### src/rtl/pem_pkg.sv
// ============================================================================
// Module  : pem_pkg
// Purpose : Shared constants and reader state encoding for the PEM capture path.
// Revision: 1.0 - initial release
// ============================================================================
`default_nettype none

package pem_pkg;

  localparam int DAT_W  = 16;
  localparam int ADDR_W = 9;
  localparam int DEPTH  = 512;

  typedef enum logic [1:0] {
    ST_IDLE  = 2'd0,
    ST_READ  = 2'd1,
    ST_DRAIN = 2'd2,
    ST_DONE  = 2'd3
  } rd_state_e;

endpackage

`default_nettype wire

### src/rtl/pem_skid_fifo.sv
// ============================================================================
// Module  : pem_skid_fifo
// Purpose : Two-entry {dat,addr,last} FIFO absorbing the RAM read latency.
// Revision: 1.0 - initial release
// ============================================================================
`default_nettype none

module pem_skid_fifo #(
  parameter int DAT_W  = 16,
  parameter int ADDR_W = 9
) (
  input  logic              clk,
  input  logic              rst_n,
  input  logic              i_push,
  input  logic [DAT_W-1:0]  i_dat,
  input  logic [ADDR_W-1:0] i_addr,
  input  logic              i_last,
  input  logic              i_pop,
  output logic [DAT_W-1:0]  o_dat,
  output logic [ADDR_W-1:0] o_addr,
  output logic              o_last,
  output logic [1:0]        o_count
);

  logic [DAT_W-1:0]  r_dat  [2];
  logic [ADDR_W-1:0] r_addr [2];
  logic              r_last [2];
  logic              r_wp;
  logic              r_rp;
  logic [1:0]        r_count;
  logic              w_do_push;
  logic              w_do_pop;

  assign w_do_push = i_push && ((r_count != 2'd2) || i_pop);
  assign w_do_pop  = i_pop && (r_count != 2'd0);

  always_ff @(posedge clk or negedge rst_n) begin
    if (!rst_n) begin
      r_dat[0]  <= '0;
      r_dat[1]  <= '0;
      r_addr[0] <= '0;
      r_addr[1] <= '0;
      r_last[0] <= 1'b0;
      r_last[1] <= 1'b0;
      r_wp      <= 1'b0;
      r_rp      <= 1'b0;
      r_count   <= 2'd0;
    end else begin
      if (w_do_push) begin
        r_dat[r_wp]  <= i_dat;
        r_addr[r_wp] <= i_addr;
        r_last[r_wp] <= i_last;
        r_wp         <= ~r_wp;
      end
      if (w_do_pop) begin
        r_rp <= ~r_rp;
      end
      r_count <= r_count + {1'b0, w_do_push} - {1'b0, w_do_pop};
    end
  end

  // Head entry is a register, so it stays stable while the consumer stalls.
  assign o_dat   = r_dat[r_rp];
  assign o_addr  = r_addr[r_rp];
  assign o_last  = r_last[r_rp];
  assign o_count = r_count;

endmodule

`default_nettype wire

### src/rtl/pem_frame_reader.sv
// ============================================================================
// Module  : pem_frame_reader
// Purpose : Streams one captured PEM frame out of RAM and tracks its signed peak.
//           Peak tracking is built only when PEM_PEAK_SEARCH_EN is defined.
// Revision: 1.0 - initial release
// ============================================================================
`default_nettype none

module pem_frame_reader #(
  parameter int DAT_W  = pem_pkg::DAT_W,
  parameter int ADDR_W = pem_pkg::ADDR_W,
  parameter int DEPTH  = pem_pkg::DEPTH
) (
  input  logic              alg_clk,
  input  logic              alg_rst_n,
  input  logic              trig_search,
  input  logic [ADDR_W:0]   frame_len,
  output logic              ram_rd_en,
  output logic [ADDR_W-1:0] ram_rd_addr,
  input  logic [DAT_W-1:0]  ram_rd_dat,
  output logic [DAT_W-1:0]  out_dat,
  output logic [ADDR_W-1:0] out_addr,
  output logic              out_valid,
  input  logic              out_ready,
  output logic              out_last,
  output logic [DAT_W-1:0]  peak_dat,
  output logic [ADDR_W-1:0] peak_addr,
  output logic              search_done,
  output logic              busy,
  output logic              trig_overrun
);

  import pem_pkg::*;

  localparam logic [ADDR_W:0] C_DEPTH_LEN = (ADDR_W+1)'(DEPTH);

  rd_state_e         r_state;
  rd_state_e         w_state_nxt;
  logic [ADDR_W:0]   r_len;
  logic [ADDR_W:0]   r_rd_cnt;
  logic              r_inflight;
  logic [ADDR_W-1:0] r_inf_addr;
  logic              r_inf_last;
  logic              r_overrun;
  logic [ADDR_W:0]   w_len_clamped;
  logic [1:0]        w_fifo_count;
  logic [2:0]        w_fill;
  logic              w_pop;
  logic              w_rd_en;
  logic              w_rd_last;
  logic              w_trig_ok;

  assign w_len_clamped = (frame_len > C_DEPTH_LEN) ? C_DEPTH_LEN : frame_len;
  assign w_trig_ok     = trig_search && (r_state == ST_IDLE);
  assign w_pop         = out_valid && out_ready;

  // Occupancy the FIFO will have once this cycle's pop and landing read settle;
  // counting the pop lets a read issue behind a draining beat with no bubble.
  assign w_fill    = {1'b0, w_fifo_count} + {2'b00, r_inflight} - {2'b00, w_pop};
  assign w_rd_en   = (r_state == ST_READ) && (w_fill < 3'd2);
  assign w_rd_last = (r_rd_cnt == (r_len - 1'b1));

  always_comb begin
    w_state_nxt = r_state;
    case (r_state)
      ST_IDLE:  if (trig_search) w_state_nxt = (w_len_clamped == '0) ? ST_DONE : ST_READ;
      ST_READ:  if (w_rd_en && w_rd_last) w_state_nxt = ST_DRAIN;
      ST_DRAIN: if ((w_fifo_count == 2'd0) && !r_inflight) w_state_nxt = ST_DONE;
      ST_DONE:  w_state_nxt = ST_IDLE;
      default:  w_state_nxt = ST_IDLE;
    endcase
  end

  always_ff @(posedge alg_clk or negedge alg_rst_n) begin
    if (!alg_rst_n) begin
      r_state    <= ST_IDLE;
      r_len      <= '0;
      r_rd_cnt   <= '0;
      r_inflight <= 1'b0;
      r_inf_addr <= '0;
      r_inf_last <= 1'b0;
      r_overrun  <= 1'b0;
    end else begin
      r_state    <= w_state_nxt;
      r_inflight <= w_rd_en;
      r_inf_addr <= r_rd_cnt[ADDR_W-1:0];
      r_inf_last <= w_rd_last;
      if (w_trig_ok) begin
        r_len    <= w_len_clamped;
        r_rd_cnt <= '0;
      end else if (w_rd_en) begin
        r_rd_cnt <= r_rd_cnt + 1'b1;
      end
      if (w_trig_ok) begin
        r_overrun <= 1'b0;
      end else if (trig_search) begin
        r_overrun <= 1'b1;
      end
    end
  end

  pem_skid_fifo #(
    .DAT_W  (DAT_W),
    .ADDR_W (ADDR_W)
  ) u_fifo (
    .clk     (alg_clk),
    .rst_n   (alg_rst_n),
    .i_push  (r_inflight),
    .i_dat   (ram_rd_dat),
    .i_addr  (r_inf_addr),
    .i_last  (r_inf_last),
    .i_pop   (w_pop),
    .o_dat   (out_dat),
    .o_addr  (out_addr),
    .o_last  (out_last),
    .o_count (w_fifo_count)
  );

  assign out_valid    = (w_fifo_count != 2'd0);
  assign ram_rd_en    = w_rd_en;
  assign ram_rd_addr  = r_rd_cnt[ADDR_W-1:0];
  assign search_done  = (r_state == ST_DONE);
  assign busy         = (r_state != ST_IDLE);
  assign trig_overrun = r_overrun;

`ifdef PEM_PEAK_SEARCH_EN
  logic              r_run_vld;
  logic [DAT_W-1:0]  r_run_dat;
  logic [ADDR_W-1:0] r_run_addr;
  logic [DAT_W-1:0]  r_peak_dat;
  logic [ADDR_W-1:0] r_peak_addr;

  // Strict greater-than keeps the lowest address on ties, since beats arrive in order.
  always_ff @(posedge alg_clk or negedge alg_rst_n) begin
    if (!alg_rst_n) begin
      r_run_vld   <= 1'b0;
      r_run_dat   <= '0;
      r_run_addr  <= '0;
      r_peak_dat  <= '0;
      r_peak_addr <= '0;
    end else begin
      if (w_trig_ok) begin
        r_run_vld  <= 1'b0;
        r_run_dat  <= '0;
        r_run_addr <= '0;
      end else if (w_pop && (!r_run_vld || ($signed(out_dat) > $signed(r_run_dat)))) begin
        r_run_vld  <= 1'b1;
        r_run_dat  <= out_dat;
        r_run_addr <= out_addr;
      end
      if (r_state == ST_DONE) begin
        r_peak_dat  <= r_run_dat;
        r_peak_addr <= r_run_addr;
      end
    end
  end

  assign peak_dat  = r_peak_dat;
  assign peak_addr = r_peak_addr;
`else
  assign peak_dat  = '0;
  assign peak_addr = '0;
`endif

endmodule

`default_nettype wire

### config.mk
export PLATFORM = sky130hd
export DESIGN_NAME = pem_frame_reader
export DESIGN_NICKNAME = d
export VERILOG_FILES = /design/src/rtl/pem_pkg.sv /design/src/rtl/pem_skid_fifo.sv /design/src/rtl/pem_frame_reader.sv
export SDC_FILE = /design/constraint.sdc
export NUM_CORES = 1
export LEC_CHECK = 0
export BUFFER_PORTS_ARGS = -buffer_cell sky130_fd_sc_hd__buf_4
export CAP_MARGIN = 20
export CORE_ASPECT_RATIO = 1.25
export CORE_MARGIN = 1
export CORE_UTILIZATION = 40
export CTS_BUF_LIST = sky130_fd_sc_hd__clkbuf_4 sky130_fd_sc_hd__clkbuf_8 sky130_fd_sc_hd__clkbuf_16
export DETAILED_ROUTE_END_ITERATION = 8
export GPL_TIMING_DRIVEN = 0
export HOLD_SLACK_MARGIN = 0.08
export PLACE_DENSITY = 0.59
export SLEW_MARGIN = 5
export SYNTH_ARGS = -nofsm -noshare
export SYNTH_HDL_FRONTEND = slang
export SYNTH_HIERARCHICAL = 1
export SYNTH_SLANG_ARGS = --single-unit
export TNS_END_PERCENT = 50
### constraint.sdc
create_clock -name alg_clk -period 4.15 [get_ports alg_clk]
set_clock_uncertainty 0.2 [all_clocks]
set_input_delay 0.83 -clock alg_clk [delete_from_list [all_inputs] [get_ports alg_clk]]
set_output_delay 0.83 -clock alg_clk [all_outputs]
set_load 0.03 [all_outputs]
* Word level (Yosys, flattened, before mapping)
Cells that the tools add are included.
** Cells by class
- Divide/modulo/power cells :: 0
- Reductions and logical operators :: 18
- Bitwise logic cells :: 4
- Multiplexer cells :: 28
- Equal/unequal tests :: 8
- Shift operators :: 0
- Multiply operators :: 0
- Magnitude comparators :: 5
- Add/sub/neg operators :: 6
** Operators with widths (number)
- 16-bit two-way mux :: 4
- 9-bit two-way mux :: 4
- 32-bit bitwise mux :: 1
- 10-bit two-way mux :: 3
- 18-bit bitwise mux :: 1
- 16-bit demux with 1-bit select :: 1
- 10-bit by 1-bit adder with 10-bit output, second input constant :: 1
- 10-bit equality test :: 1
- 10-bit > comparator, second input constant :: 1
- 10-bit zero test :: 1
- 10-bit by 1-bit subtractor with 10-bit output, second input constant :: 1
- 9-bit demux with 1-bit select :: 1
- 1-bit logical AND :: 8
- 2-bit two-way mux :: 4
- 2-bit one-hot mux with 4 select lines :: 1
- 2-bit nonzero test :: 4
- 1-bit two-way mux :: 6
- 2-bit inequality test, second input constant :: 3
- 2-bit equality test, second input constant :: 2
- 2-bit greater-or-equal comparator, second input constant :: 2
- 2-bit zero test :: 2
- 1-bit inverter with 2-bit output :: 2
- 2-bit by 1-bit adder with 3-bit output :: 1
- 3-bit by 2-bit < comparator with 1-bit output, second input constant :: 1
- other kinds (12) :: 13
** Storage, ports and cells
- Register bits after elaboration :: 90
- Bits of input ports :: 30
- Word-level logic and storage cells :: 85
- Memories :: 0
- Memory bits (read-only) :: 0
- Memory bits (writable) :: 0
- Latch bits :: 0
- Output and inout port bits :: 65

* Logic depth before layout (Yosys ltp)
- Depth after elaboration :: 8
- Depth in mapped cells :: 12
- Depth with buffers taken out :: 11

* Hierarchy
The synthesis kept the hierarchy.
** Modules (own cells, without submodules)
- pem_skid_fifo :: seq. area each 1401.3 um^2, times used 1, area an instance 2568.7 um^2, cells each 168
- pem_frame_reader :: seq. area each 850.8 um^2, times used 1, area an instance 2090.8 um^2, cells each 214

* Least setup slack after synthesis
Ideal clock, no wire load.
- Path type :: register to output
- From :: register u_fifo.r_count[1], in the netlist u_fifo/o_count[1]
- To :: output port ram_rd_en
- Path buffers :: 1
- Slack :: 760 ps
- Required time :: 3120 ps
- Stages on the path, launching flop included :: 9
- Data arrival time :: 2360 ps
- Cell sequence :: dfrtp_1 -> or2_2 -> and2_1 -> ha_1 -> nand2b_1 -> fa_1 -> xnor2_1 -> and3_1 -> buf_2
** On the way
- Word-level cells in the longest chain between the ends :: 5
- Elaborated cells between the ends (all ways) :: 6
- Classes of those cells :: add/sub (2); order compare (1); reduce/logical (3)
** Ends and longest elaborated chain
- start: declaration :: line pem_skid_fifo.sv:30 : logic [1:0] r_count;
- start signal: assignment :: line pem_skid_fifo.sv:58 : r_count <= r_count + {1'b0, w_do_push} - {1'b0, w_do_pop};
- 2-bit nonzero test :: line pem_frame_reader.sv:119 : assign out_valid = (w_fifo_count != 2'd0);
- named net out_valid :: line pem_frame_reader.sv:23 : output logic out_valid,
- 1-bit logical AND :: line pem_frame_reader.sv:55 : assign w_pop = out_valid && out_ready;
- named net w_pop :: line pem_frame_reader.sv:48 : logic w_pop;
- 3-bit by 1-bit subtractor with 3-bit output :: line pem_frame_reader.sv:59 : assign w_fill = {1'b0, w_fifo_count} + {2'b00, r_inflight} - {2'b00, w_pop};
- 3-bit by 2-bit < comparator with 1-bit output :: line pem_frame_reader.sv:60 : assign w_rd_en = (r_state == ST_READ) && (w_fill < 3'd2);
- 1-bit logical AND :: line pem_frame_reader.sv:60
- end: declaration :: line pem_frame_reader.sv:18 : output logic ram_rd_en,
The timed path passes the listed nets, and every way through them passes these cells.

* Worst setup path in the final report
- From :: register u_fifo.r_count[1], in the netlist u_fifo/o_count[1]
- To :: output port ram_rd_en
** On the way
- Word-level cells in the longest chain between the ends :: 5
- Elaborated cells between the ends (all ways) :: 6
- Classes of those cells :: add/sub (2); order compare (1); reduce/logical (3)
** Ends and longest elaborated chain (line)
- 2-bit nonzero test :: pem_frame_reader.sv:119
- 1-bit logical AND :: pem_frame_reader.sv:55
- named net w_pop :: pem_frame_reader.sv:48
- 3-bit by 1-bit subtractor with 3-bit output :: pem_frame_reader.sv:59
- 3-bit by 2-bit < comparator with 1-bit output :: pem_frame_reader.sv:60
- 1-bit logical AND :: pem_frame_reader.sv:60
The timed path passes the listed nets, and every way through them passes these cells.

==> impl_metrics.env <==
export IMPL_vdd_ir_drop_worst_mv=0.275
export IMPL_ys_seq_elements=90
export IMPL_drt_iter0_markers=123
export IMPL_die_h_um=123
export IMPL_track_usage=0.155
export IMPL_io_pins=95
export IMPL_holdWs_ns=0.202
export IMPL_fin_crit_ns=3.90
export IMPL_yosysSeqAreaShare=0.483
export IMPL_worstSkewPairLatency_ns=0.33
export IMPL_max_slew_margin=0.581
export IMPL_power_density_nw_per_um2=705
export IMPL_antenna_found_initial=0
export IMPL_synth_warnings=6
export IMPL_wl_per_cell_um=14.0
export IMPL_htree_levels=3
export IMPL_finalHoldViolCount=0
export IMPL_p_leak_uw=0.00286
export IMPL_cp_data_required_time_ns=3.12
export IMPL_clockBufferDepth=2
export IMPL_cts_tree="built"
export IMPL_fin_crit_sh=0.940
export IMPL_cts_setup_buffers=0
export IMPL_ctsResizeCount=0
export IMPL_synthCells=382
export IMPL_core_um2=11200
export IMPL_ys_types=51
export IMPL_die_area_um2=12100
export IMPL_finalNetCount=528
export IMPL_synth_area_leader_cell="dfrtp_1"
export IMPL_violations="DRC"
export IMPL_rsz0062_at_grt="false"
export IMPL_gp_congestion=0.811
export IMPL_synth_edf_count=0
export IMPL_synth_area_leaders="dfrtp_1 (48%), mux2_2 (10%), mux2_4 (6.4%), buf_4 (5.6%), o2bb2ai_1 (3.0%)"
export IMPL_grt_ovfl_total=0
export IMPL_rows=43
export IMPL_drt_first_pass_iters=8
export IMPL_syn_area_per_cell_um2=12.2
export IMPL_initial_core_util=0.414
export IMPL_grt_pass1_wl_mm=14.5
export IMPL_worst_pin_slew_ns=0.629
export IMPL_drc=1
export IMPL_die_width_um=98.5
export IMPL_drtAntennaViolNets=0
export IMPL_grt_pass1_vias=2994
export IMPL_hold_depth=0
export IMPL_path_class="reg2out"
export IMPL_cts_root_buf="clkbuf_16"
export IMPL_hold_path_class="reg2reg"
export IMPL_cp_end_kind="output pin"
export IMPL_setup_viol=0
export IMPL_cp_start_kind="register"
export IMPL_antenna_cells=0
export IMPL_drv_cap=0
export IMPL_numClockSinks=90
export IMPL_r2r_cells=12
export IMPL_ys_flop_type="dfrtp_1"
export IMPL_ctsHoldBuffers=0
export IMPL_nFillCells=1023
export IMPL_numPortBuffers=69
export IMPL_drt_total_wl_mm=8.80
export IMPL_slew_violations=0
export IMPL_area_growth_pct=23.9
export IMPL_critical_path_peak_fanout=10
export IMPL_post_dp_hpwl_mm=6.38
export IMPL_via_per_inst=4.82
export IMPL_cts_buffers=9
export IMPL_setup_tns_final_ns=0
export IMPL_grt_max_degree=48
export IMPL_drive_gt1_frac=0.419
export IMPL_critPathArrivalTime_ns=2.87
export IMPL_yosys_area_top_type_share=0.483
export IMPL_async_flop_share=1.00
export IMPL_vias=3020
export IMPL_mostFrequentLayoutCell="buf_4"
export IMPL_layout_common_cells="buf_4 (104), dfrtp_1 (90), mux2_2 (43)"
export IMPL_max_freq_mhz=256
export IMPL_cts_clk_slew_worst_paths_ns=0.06
export IMPL_outcome="finished, violations left"
export IMPL_syn_area_um2=4660
## logic make-up (layout without fill, tap and decap cells)
family / count (synthesis) / in the layout / share of synthesized area
AOI/OAI and AO/OA: 30 / 30 / 0.0575
xor gates and xnor gates: 26 / 26 / 0.0489
adders and majority gates: 12 / 12 / 0.0336
buffers and inverters: 62 / 148 / 0.0873
DFF: 90 / 90 / 0.483
muxes: 67 / 67 / 0.177
other: 1 / 25 / 0.000805
and+or+nand+nor: 94 / 94 / 0.112
## per-layer routing
| metal | global-route usage | share of wire | vias to the layer above | wire length (um) |
|---|---|---|---|---|
| met3 | 0.0245 | 0.043 | 12 | 379 |
| met2 | 0.269 | 0.50 | 75 | 4420 |
| met5 | 0 | 0 | - | 0 |
| met1 | 0.185 | 0.43 | 1472 | 3800 |
| met4 | 0.0840 | 0.023 | 0 | 206 |
| li1 | - | - | 1461 | - |
## final cells by class
| cell class | instances | area (um^2) | share of cell area |
|---|---|---|---|
| Buffer | 52 | 369 | 0.0639 |
| Clock buffer | 14 | 275 | 0.0477 |
| Clock inverter | 2 | 35.0 | 0.00607 |
| Inverter | 10 | 37.5 | 0.00650 |
| Multi-Input combinational cell | 254 | 2090 | 0.362 |
| Sequential cell | 90 | 2250 | 0.390 |
| Tap cell | 135 | 169 | 0.0293 |
| Timing Repair Buffer | 70 | 546 | 0.0945 |
## registers in the layout, indices dropped and copies added, names as in the netlist, 2 cells and up
signal / flops
r_inf_addr: 9
r_len: 10
r_rd_cnt: 10
r_state: 2
u_fifo/o_count: 2
u_fifo/r_addr: 18
u_fifo/r_dat: 32
u_fifo/r_last: 2
## cells in the mapped netlist, types with 3 or more instances
cell,n
and2_1,3
and3_1,3
buf_2,3
buf_4,35
clkbuf_1,7
dfrtp_1,90
ha_1,10
inv_1,10
mux2_2,43
mux2_4,20
mux2i_1,4
nand2_1,28
nand2b_1,4
nand3_1,6
nand3b_1,10
nand4_1,5
nor2_1,16
nor3_1,3
o21ai_0,5
o2bb2ai_1,16
xnor2_1,10
xor2_1,16
## critical path, stage by stage (launching register included)
cell	delay, ns
dfrtp_1	0.46
or2_2	0.36
and2_1	0.19
ha_1	0.26
nand2b_1	0.16
fa_1	0.38
xnor2_1	0.13
and3_1	0.15
buf_2	0.23
buf_4	0.21
## worst paths after layout
path | from | to | slack [ns]
min in group asynchronous | alg_rst_n | u_fifo/r_dat[30]$_DFFE_PN0P_ | 0.30
max | u_fifo/o_count[1]$_DFF_PN0_ | ram_rd_en | 0.25
min reg2reg | r_rd_cnt[6]$_DFFE_PN0P_ | r_inf_addr[6]$_DFF_PN0_ | 0.20
min | r_rd_cnt[6]$_DFFE_PN0P_ | r_inf_addr[6]$_DFF_PN0_ | 0.20
max in group asynchronous | alg_rst_n | u_fifo/r_addr[12]$_DFFE_PN0P_ | 2.83
max reg2reg | u_fifo/o_count[1]$_DFF_PN0_ | r_rd_cnt[7]$_DFFE_PN0P_ | 0.84
## report_power, final
group	internal [uW]	switching [uW]
logic	891	992
clock network	519	311
registers	1150	200
total	2560	1500
## through the flow
stage	setup WS [ns]	area (um^2)	util	instances	total power, uW
4_1_cts	0.222	5770	0.514	627	4120
2_1_floorplan	0.760	4750	-	406	2750
6_report	0.248	5770	0.514	627	4070
3_5_place_dp	0.492	5460	0.486	611	3270
3_3_place_gp	0.502	5440	0.483	610	3230
5_1_grt	0.0809	5770	0.514	627	4320
Power figures use the tool's default switching activity.
